--- src/rtl/adc_resp_pkg.sv ---
// Shared types and constants for the ADC responder (LTC2308-style emulator).
// Latency: n/a (definitions only).
// Backpressure: n/a.
package adc_resp_pkg;

    localparam int ADC_DATA_W      = 12;
    localparam int ADC_CONV_CYCLES = 80;
    localparam int CFG_W           = 6;

    // Config word bit positions, {SD,OS,S1,S0,UNI,SLP}
    localparam int CFG_SD  = 5;
    localparam int CFG_OS  = 4;
    localparam int CFG_S1  = 3;
    localparam int CFG_S0  = 2;
    localparam int CFG_UNI = 1;
    localparam int CFG_SLP = 0;

    // Single-ended channel 0, unipolar
    localparam logic [CFG_W-1:0] CFG_RESET = 6'b100010;

    // Offset-binary flip for bipolar results at the default width
    localparam logic [ADC_DATA_W-1:0] BIPOLAR_FLIP = 12'h800;

    typedef enum logic [1:0] {
        ST_IDLE,
        ST_CONV,
        ST_READY,
        ST_SHIFT
    } adc_state_t;

    // Channel address; SD=0 (differential) shares the single-ended address
    function automatic logic [2:0] cfg_chan(input logic [CFG_W-1:0] cfg);
        return {cfg[CFG_OS], cfg[CFG_S1], cfg[CFG_S0]};
    endfunction

endpackage

--- src/rtl/adc_responder_if.sv ---
// Serial ADC bus between the ADC master and the emulated device.
// Latency: n/a (wires only).
// Backpressure: none; the master owns all timing.
interface adc_responder_if;
    logic convst;
    logic sck;
    logic sdi;
    logic sdo;

    modport master (output convst, output sck, output sdi, input sdo);
    modport slave  (input convst, input sck, input sdi, output sdo);
endinterface

--- src/rtl/adc_sync_edge.sv ---
// Multi-flop synchronizer for an async pin, with registered-edge rise/fall pulses.
// Latency: level after STAGES clk; rise/fall pulse valid in the same cycle as the new level.
// Backpressure: none; pulses are single-cycle and must be consumed when asserted.
module adc_sync_edge #(
    parameter int STAGES = 2
) (
    input  logic clk,
    input  logic reset,
    input  logic din,
    output logic lvl,
    output logic rise,
    output logic fall
);

    logic [STAGES-1:0] sync_q;
    logic              prev_q;

    // Shift the pin through the synchronizer and remember the previous level
    always_ff @(posedge clk) begin
        if (reset) begin
            sync_q <= '0;
            prev_q <= 1'b0;
        end else begin
            sync_q <= {sync_q[STAGES-2:0], din};
            prev_q <= sync_q[STAGES-1];
        end
    end

    assign lvl  = sync_q[STAGES-1];
    assign rise = lvl & ~prev_q;
    assign fall = ~lvl & prev_q;

endmodule

--- src/rtl/adc_responder.sv ---
// LTC2308-style ADC device emulator; channel values come from a write port. Optional macro ADC_RESP_RAMP_EN.
// Latency: pin-to-effect SYNC_STAGES+1 clk; data ready CONV_CYCLES clk after the convst rise is seen.
// Backpressure: none; master must hold each SCK level >= SYNC_STAGES+2 clk, protocol misuse pulses proto_err.
module adc_responder
    import adc_resp_pkg::*;
#(
    parameter int DATA_W      = ADC_DATA_W,
    parameter int CONV_CYCLES = ADC_CONV_CYCLES,
    parameter int SYNC_STAGES = 2
) (
    input  logic                clk,
    input  logic                reset,
    adc_responder_if.slave      adc,
    input  logic                ch_wr_en,
    input  logic [2:0]          ch_wr_sel,
    input  logic [DATA_W-1:0]   ch_wr_data,
    output logic [CFG_W-1:0]    last_cfg,
    output logic                frame_done,
    output logic                proto_err
);

    localparam int CNT_W = $clog2(CONV_CYCLES + 1);
    localparam int BIT_W = $clog2(DATA_W + 1);
    localparam logic [DATA_W-1:0] FLIP = {1'b1, {(DATA_W-1){1'b0}}};

    logic cv_rise, cv_fall, cv_lvl;
    logic sck_rise, sck_fall, sck_lvl;
    logic sdi_lvl, sdi_rise, sdi_fall;
    logic sync_edges_unused;

    adc_sync_edge #(.STAGES(SYNC_STAGES)) u_sync_convst (
        .clk(clk), .reset(reset), .din(adc.convst),
        .lvl(cv_lvl), .rise(cv_rise), .fall(cv_fall)
    );

    adc_sync_edge #(.STAGES(SYNC_STAGES)) u_sync_sck (
        .clk(clk), .reset(reset), .din(adc.sck),
        .lvl(sck_lvl), .rise(sck_rise), .fall(sck_fall)
    );

    adc_sync_edge #(.STAGES(SYNC_STAGES)) u_sync_sdi (
        .clk(clk), .reset(reset), .din(adc.sdi),
        .lvl(sdi_lvl), .rise(sdi_rise), .fall(sdi_fall)
    );

    assign sync_edges_unused = cv_lvl | cv_fall | sck_lvl | sdi_rise | sdi_fall;

    adc_state_t        state;
    logic [CNT_W-1:0]  conv_cnt;
    logic [BIT_W-1:0]  bit_cnt;
    logic [2:0]        rise_cnt;
    logic [CFG_W-1:0]  shadow;
    logic [DATA_W-1:0] shreg;
    logic              sdo_q;
    logic [DATA_W-1:0] chan_q [8];

    logic              sample_now;
    logic [2:0]        sample_sel;
    logic [DATA_W-1:0] sample_val;
    logic [DATA_W-1:0] result;

    // A convst rise outside CONV is the sample instant (a rise during CONV is an error)
    assign sample_now = cv_rise && (state != ST_CONV);
    assign sample_sel = cfg_chan(last_cfg);
    assign sample_val = chan_q[sample_sel];
    assign result     = last_cfg[CFG_UNI] ? sample_val : (sample_val ^ FLIP);
    assign adc.sdo    = sdo_q;

    // Protocol FSM: conversion timer, SDO shifter, SDI config capture
    always_ff @(posedge clk) begin
        if (reset) begin
            state      <= ST_IDLE;
            conv_cnt   <= '0;
            bit_cnt    <= '0;
            rise_cnt   <= '0;
            shadow     <= '0;
            shreg      <= '0;
            sdo_q      <= 1'b0;
            last_cfg   <= CFG_RESET;
            frame_done <= 1'b0;
            proto_err  <= 1'b0;
        end else begin
            frame_done <= 1'b0;
            proto_err  <= 1'b0;
            case (state)
                ST_IDLE: begin
                    if (sample_now) begin
                        state    <= ST_CONV;
                        conv_cnt <= '0;
                        shreg    <= result;
                    end
                end
                ST_CONV: begin
                    if (cv_rise || sck_rise || sck_fall) begin
                        proto_err <= 1'b1;
                    end
                    if (conv_cnt == CNT_W'(CONV_CYCLES - 1)) begin
                        state    <= ST_READY;
                        sdo_q    <= shreg[DATA_W-1];
                        shreg    <= {shreg[DATA_W-2:0], 1'b0};
                        bit_cnt  <= '0;
                        rise_cnt <= '0;
                    end else begin
                        conv_cnt <= conv_cnt + 1'b1;
                    end
                end
                ST_READY, ST_SHIFT: begin
                    if (sample_now) begin
                        // Abort: restart conversion, any partial config is dropped
                        state    <= ST_CONV;
                        conv_cnt <= '0;
                        shreg    <= result;
                        sdo_q    <= 1'b0;
                        rise_cnt <= '0;
                    end else begin
                        if (sck_rise && (rise_cnt < 3'd6)) begin
                            shadow   <= {shadow[CFG_W-2:0], sdi_lvl};
                            rise_cnt <= rise_cnt + 1'b1;
                            if (rise_cnt == 3'd5) begin
                                last_cfg <= {shadow[CFG_W-2:0], sdi_lvl};
                            end
                        end
                        if (sck_fall) begin
                            // Zeros shift in behind the data, so SDO idles low after bit 0
                            sdo_q <= shreg[DATA_W-1];
                            shreg <= {shreg[DATA_W-2:0], 1'b0};
                            if (bit_cnt == BIT_W'(DATA_W - 1)) begin
                                state      <= ST_IDLE;
                                frame_done <= 1'b1;
                            end else begin
                                state   <= ST_SHIFT;
                                bit_cnt <= bit_cnt + 1'b1;
                            end
                        end
                    end
                end
                default: state <= ST_IDLE;
            endcase
        end
    end

    // Channel register bank; a same-cycle write overrides the ramp increment
    always_ff @(posedge clk) begin
        if (reset) begin
            for (int i = 0; i < 8; i++) begin
                chan_q[i] <= '0;
            end
        end else begin
`ifdef ADC_RESP_RAMP_EN
            if (sample_now) begin
                chan_q[sample_sel] <= sample_val + 1'b1;
            end
`endif
            if (ch_wr_en) begin
                chan_q[ch_wr_sel] <= ch_wr_data;
            end
        end
    end

endmodule
--- src/flat_wrapper.sv ---
// flat-port wrapper written by rule: the top's interface ports become plain ports
module adc_responder_flat import adc_resp_pkg::*;
#(
    parameter int DATA_W      = ADC_DATA_W,
    parameter int CONV_CYCLES = ADC_CONV_CYCLES,
    parameter int SYNC_STAGES = 2
)
  (clk, reset, ch_wr_en, ch_wr_sel, ch_wr_data, last_cfg, frame_done, proto_err, adc_convst, adc_sck, adc_sdi, adc_sdo);
  adc_responder_if adc_i ();
  input  logic clk;
  input  logic reset;
  input  logic ch_wr_en;
  input  logic [2:0] ch_wr_sel;
  input  logic [DATA_W-1:0] ch_wr_data;
  output logic [CFG_W-1:0] last_cfg;
  output logic frame_done;
  output logic proto_err;
  input wire logic [$bits(adc_i.convst)-1:0] adc_convst;
  input wire logic [$bits(adc_i.sck)-1:0] adc_sck;
  input wire logic [$bits(adc_i.sdi)-1:0] adc_sdi;
  output wire logic [$bits(adc_i.sdo)-1:0] adc_sdo;
  assign adc_i.convst = adc_convst;
  assign adc_i.sck = adc_sck;
  assign adc_i.sdi = adc_sdi;
  assign adc_sdo = adc_i.sdo;
  adc_responder #(.DATA_W(DATA_W), .CONV_CYCLES(CONV_CYCLES), .SYNC_STAGES(SYNC_STAGES)) u_core (.clk(clk), .reset(reset), .adc(adc_i), .ch_wr_en(ch_wr_en), .ch_wr_sel(ch_wr_sel), .ch_wr_data(ch_wr_data), .last_cfg(last_cfg), .frame_done(frame_done), .proto_err(proto_err));
endmodule
--- config.mk ---
export PLATFORM = sky130hd
export DESIGN_NAME = adc_responder_flat
export DESIGN_NICKNAME = d
export VERILOG_FILES = /design/src/rtl/adc_resp_pkg.sv /design/src/rtl/adc_responder_if.sv /design/src/rtl/adc_sync_edge.sv /design/src/rtl/adc_responder.sv /design/src/flat_wrapper.sv
export SDC_FILE = /design/constraint.sdc
export NUM_CORES = 1
export LEC_CHECK = 0
export CAP_MARGIN = 15
export CORE_MARGIN = 1
export CORE_UTILIZATION = 42
export CTS_BUF_LIST = sky130_fd_sc_hd__clkbuf_8 sky130_fd_sc_hd__clkbuf_16
export DETAILED_ROUTE_END_ITERATION = 8
export SYNTH_ARGS = -nofsm -noshare
export SYNTH_HDL_FRONTEND = slang
export SYNTH_SLANG_ARGS = --single-unit
--- constraint.sdc ---
create_clock -name clk -period 2.3 [get_ports clk]
set_input_delay 0.46 -clock clk [delete_from_list [all_inputs] [get_ports clk]]
set_output_delay 0.46 -clock clk [all_outputs]
set_load 0.02 [all_outputs]
==> reports/results.ini <==
[floorplan]
dieArea_um2=16400
core_um2=15400
fp.dieW_um=128
num_rows=45
pin_count=30
start_util_pct=43.5
die_y_um=128

[synth]
ys_async_sr_fraction_pct=0
post_synth_inst_count=551
syn_nets=576
ys_warn_count=0
syn-cell-area_um2=6680
syn_avg_cell_area_um2=12.1
synth-edff-count=96
ys.flop_type=edfxtp_1
synth.ff_latch_count=149
ys_seq_area_share_pct=59.0
synth_cell_types=57

[worst_setup_path]
crit_chain=buf_12 -> nor2b_1 -> a2111oi_0 -> buf_4 -> a2111oi_0 -> buf_4 -> a211oi_1 -> nor3_1
reg2reg_depth=8
cp-start-kind=register
cp_max_fo=31
end_kind=register
path_class=register to register
worst_r2r_endpoint=u_core.shreg[7]
arrival_ns=2.43
r2r_setup_slack_ns=0.15
slowest_stage=a2111oi_0
worstPathRequired_ns=2.59
slowest_delay_ns=0.68

[min_path]
whs_path_depth=1
hp-class=register to register
hold_end=u_core.u_sync_sck.sync_q[1]
min-delay-start=u_core.u_sync_sck.sync_q[0]

[clock_network]
cts_buffer_depth=2
postCtsSetupRepairBufs=0
htreeDepth=4
postCtsHoldBufs=0
cts_tree=yes
numClockSinks=149
cts-root-buf=clkbuf_16
clock_latency_ns=0.43
cts-buffers-inserted=17
clk_pin_slew_ns=0.06

[placed_design]
place_hpwl_um=10100
gp_congestion=0.799
place_inst=793
numPortBuffers=29

[drt]
avgViaCountPerCell=5.15
vias=4248
firstDrtPassIters=4
drt.antenna.violating_nets=0
routedWlPerCell_um=17.5
drc_errors=0
drt-initial-drc-count=246
wirelength_um=14400

[pwr]
irDropWorstVdd_mv=0.516
p_leak_nw=2.82
power.density_nw_per_um2=769

[sta]
drv_slew=0
clock.fmax_mhz=466
hold_violations=0
tightest_slew_ns=0.747
finalClockSkew_ns=0.00792
setup_viol=0
slew_headroom_pct=48.9
period_minus_slack_ns=2.15
rsz0062_at_grt=false
setup_tns_ns=0
fin_crit_sh_pct=93.3

[finish]
instances_no_fill=825
syn2layout_area_growth_pct=18.3
final_layout_size_suffix_gt1_share_pct=15.8
n_antenna_cell=0
fin_nets=626

[global_route]
grt_pass1_wl_um=23100
grtUsageTotal_pct=19.2
grt_max_degree=55
gr-total-overflow=0
antenna_found_initial=0
grt_pass1_vias=4375

[run_status]
status=completed

[run]
maxCapViolations=0

critical path, delay by kind of cell, from the launching register on:
kind	cells	cell delay, ns
AND/OR/NAND/NOR	2	0.15
buffers and inverters	3	0.56
flip-flops	1	0.35
AO/OA/AOI/OAI	3	0.94
where the power goes:
group / total, mW / internal, mW / leakage, nW / switching, mW
combinational: 0.370 / 0.159 / 1.19 / 0.211
clock: 2.68 / 1.58 / 0.283 / 1.10
sequential: 3.03 / 2.98 / 1.35 / 0.0490
total: 6.08 / 4.72 / 2.82 / 1.36
state kept, by name, indices dropped and copies added (netlist names), named ones only:
register                     count
u_core.frame_done                1
u_core.u_sync_sdi.sync_q         2
u_core.u_sync_sck.prev_q         1
u_core.conv_cnt                  7
u_core.u_sync_convst.sync_q      2
u_core.rise_cnt                  3
u_core.adc.sdo                   1
u_core.shadow                    5
u_core.bit_cnt                   4
u_core.u_sync_sck.sync_q         2
u_core.shreg                    12
u_core.proto_err                 1
u_core.last_cfg                  6
u_core.state                     2
u_core.chan_q                   96
u_core.u_sync_convst.prev_q      1
cells in the mapped netlist, types with 3 or more instances:
cell type / n / share of area (%)
nand3_1: 6 / 0.45
nor2b_1: 27 / 2.5
clkbuf_1: 17 / 0.95
nand2_1: 11 / 0.62
mux2_1: 9 / 1.5
ha_1: 4 / 0.75
nor2_1: 43 / 2.4
nor3_1: 16 / 1.2
o22ai_1: 10 / 0.94
and2_1: 97 / 9.1
a2111oi_0: 21 / 2.8
a21oi_1: 11 / 0.82
nand2b_1: 7 / 0.66
dfxtp_1: 53 / 16
or2_2: 9 / 0.84
mux2_2: 12 / 2.0
edfxtp_1: 96 / 43
o21ai_0: 5 / 0.37
mux2i_1: 23 / 3.4
buf_6: 3 / 0.51
a211o_1: 3 / 0.39
xnor2_1: 5 / 0.66
buf_2: 10 / 0.75
a211oi_1: 11 / 1.2
repair_timing:
item,in CTS,in global routing
cloned,0,0
setup endpoints to repair,1,5
gates resized for setup,1,2
per-layer routing:
metal | vias to the layer above | global-route usage [%] | routed length, um
met5 | - | 0 | 0
met4 | 0 | 7.47 | 235
met3 | 14 | 3.96 | 384
met2 | 66 | 33.5 | 7390
met1 | 2070 | 23.3 | 6420
li1 | 2098 | - | -
cells by family (layout without fill, tap and decap cells):
family / count (synthesis) / count (layout) / synth area share, %
adders and majority gates: 4 / 4 / 0.749
muxes: 46 / 46 / 7.66
xor gates and xnor gates: 7 / 7 / 0.917
buffers and inverters: 35 / 98 / 3.03
DFF: 149 / 149 / 59.0
and+or+nand+nor: 233 / 233 / 20.2
AOI/OAI and AO/OA: 77 / 77 / 8.43
worst max-delay path by stage:
stage	slack, ns	cells past startpoint	end	start
2_1_floorplan	0.47	4	u_core.chan_q[0][0]	reset
3_3_place_gp	0.09	4	u_core.chan_q[0][10]	ch_wr_en
3_5_place_dp	0.02	7	u_core.shreg[9]	register
4_1_cts	0.09	8	u_core.shreg[7]	register
5_1_grt	0.02	8	u_core.shreg[7]	register
6_report	0.15	8	u_core.shreg[7]	register
placed cells by master (no fill, tap or decap), types with 2 or more instances in the layout:
master           Yosys  routed
and2_1              97      97
bufinv_16            0       2
nor3b_1              2       2
buf_4                1      33
o22ai_1             10      10
nor2_1              43      43
edfxtp_1            96      96
clkbuf_16            0      17
dfxtp_1             53      52
a2111oi_0           21      20
a211oi_1            11      11
xnor2_1              5       5
clkinv_4             0       2
nor3_1              16      16
a21oi_1             11      11
or2_2                9       9
clkinv_2             0       3
inv_6                0       2
xor2_1               2       2
nor4_2               2       2
ha_1                 4       4
mux2_2              12      12
mux2i_1             23      23
clkinvlp_4           0       2
and4_1               2       2
nand3_1              6       6
a221oi_1             2       2
clkdlybuf4s50_1      0      28
mux4_2               2       2
nand3b_1             2       2
a211o_1              3       3
nand2_1             11      11
buf_12               2       2
mux2_1               9       9
inv_1                1       4
nand2b_1             7       7
o21ai_0              5       5
nor2b_1             27      27
through the flow:
step                      instance area (um^2)  util [%]  setup WS (ns)  hold slack, ns  total power [mW]
after global routing                      7900      51.4         0.0232           0.465              6.27
after detailed placement                  7330      47.7         0.0169           0.435              3.46
after CTS                                 7890      51.4         0.0854           0.448              6.13
final                                     7900      51.4          0.154           0.440              6.08
after floorplan                           6680         -          0.473           0.414              3.28
after global placement                    7330      47.7         0.0896           0.422              3.44
layout make-up:
class                           count  area [um^2]
Clock buffer                       17          425
Fill cell                        1349         7470
Clock inverter                     15          141
Inverter                            2         7.51
Tap cell                          211          264
Timing Repair Buffer               64          573
Multi-Input combinational cell    367         2550
Sequential cell                   149         3950
No activity file was read; power rests on OpenSTA's default activity.
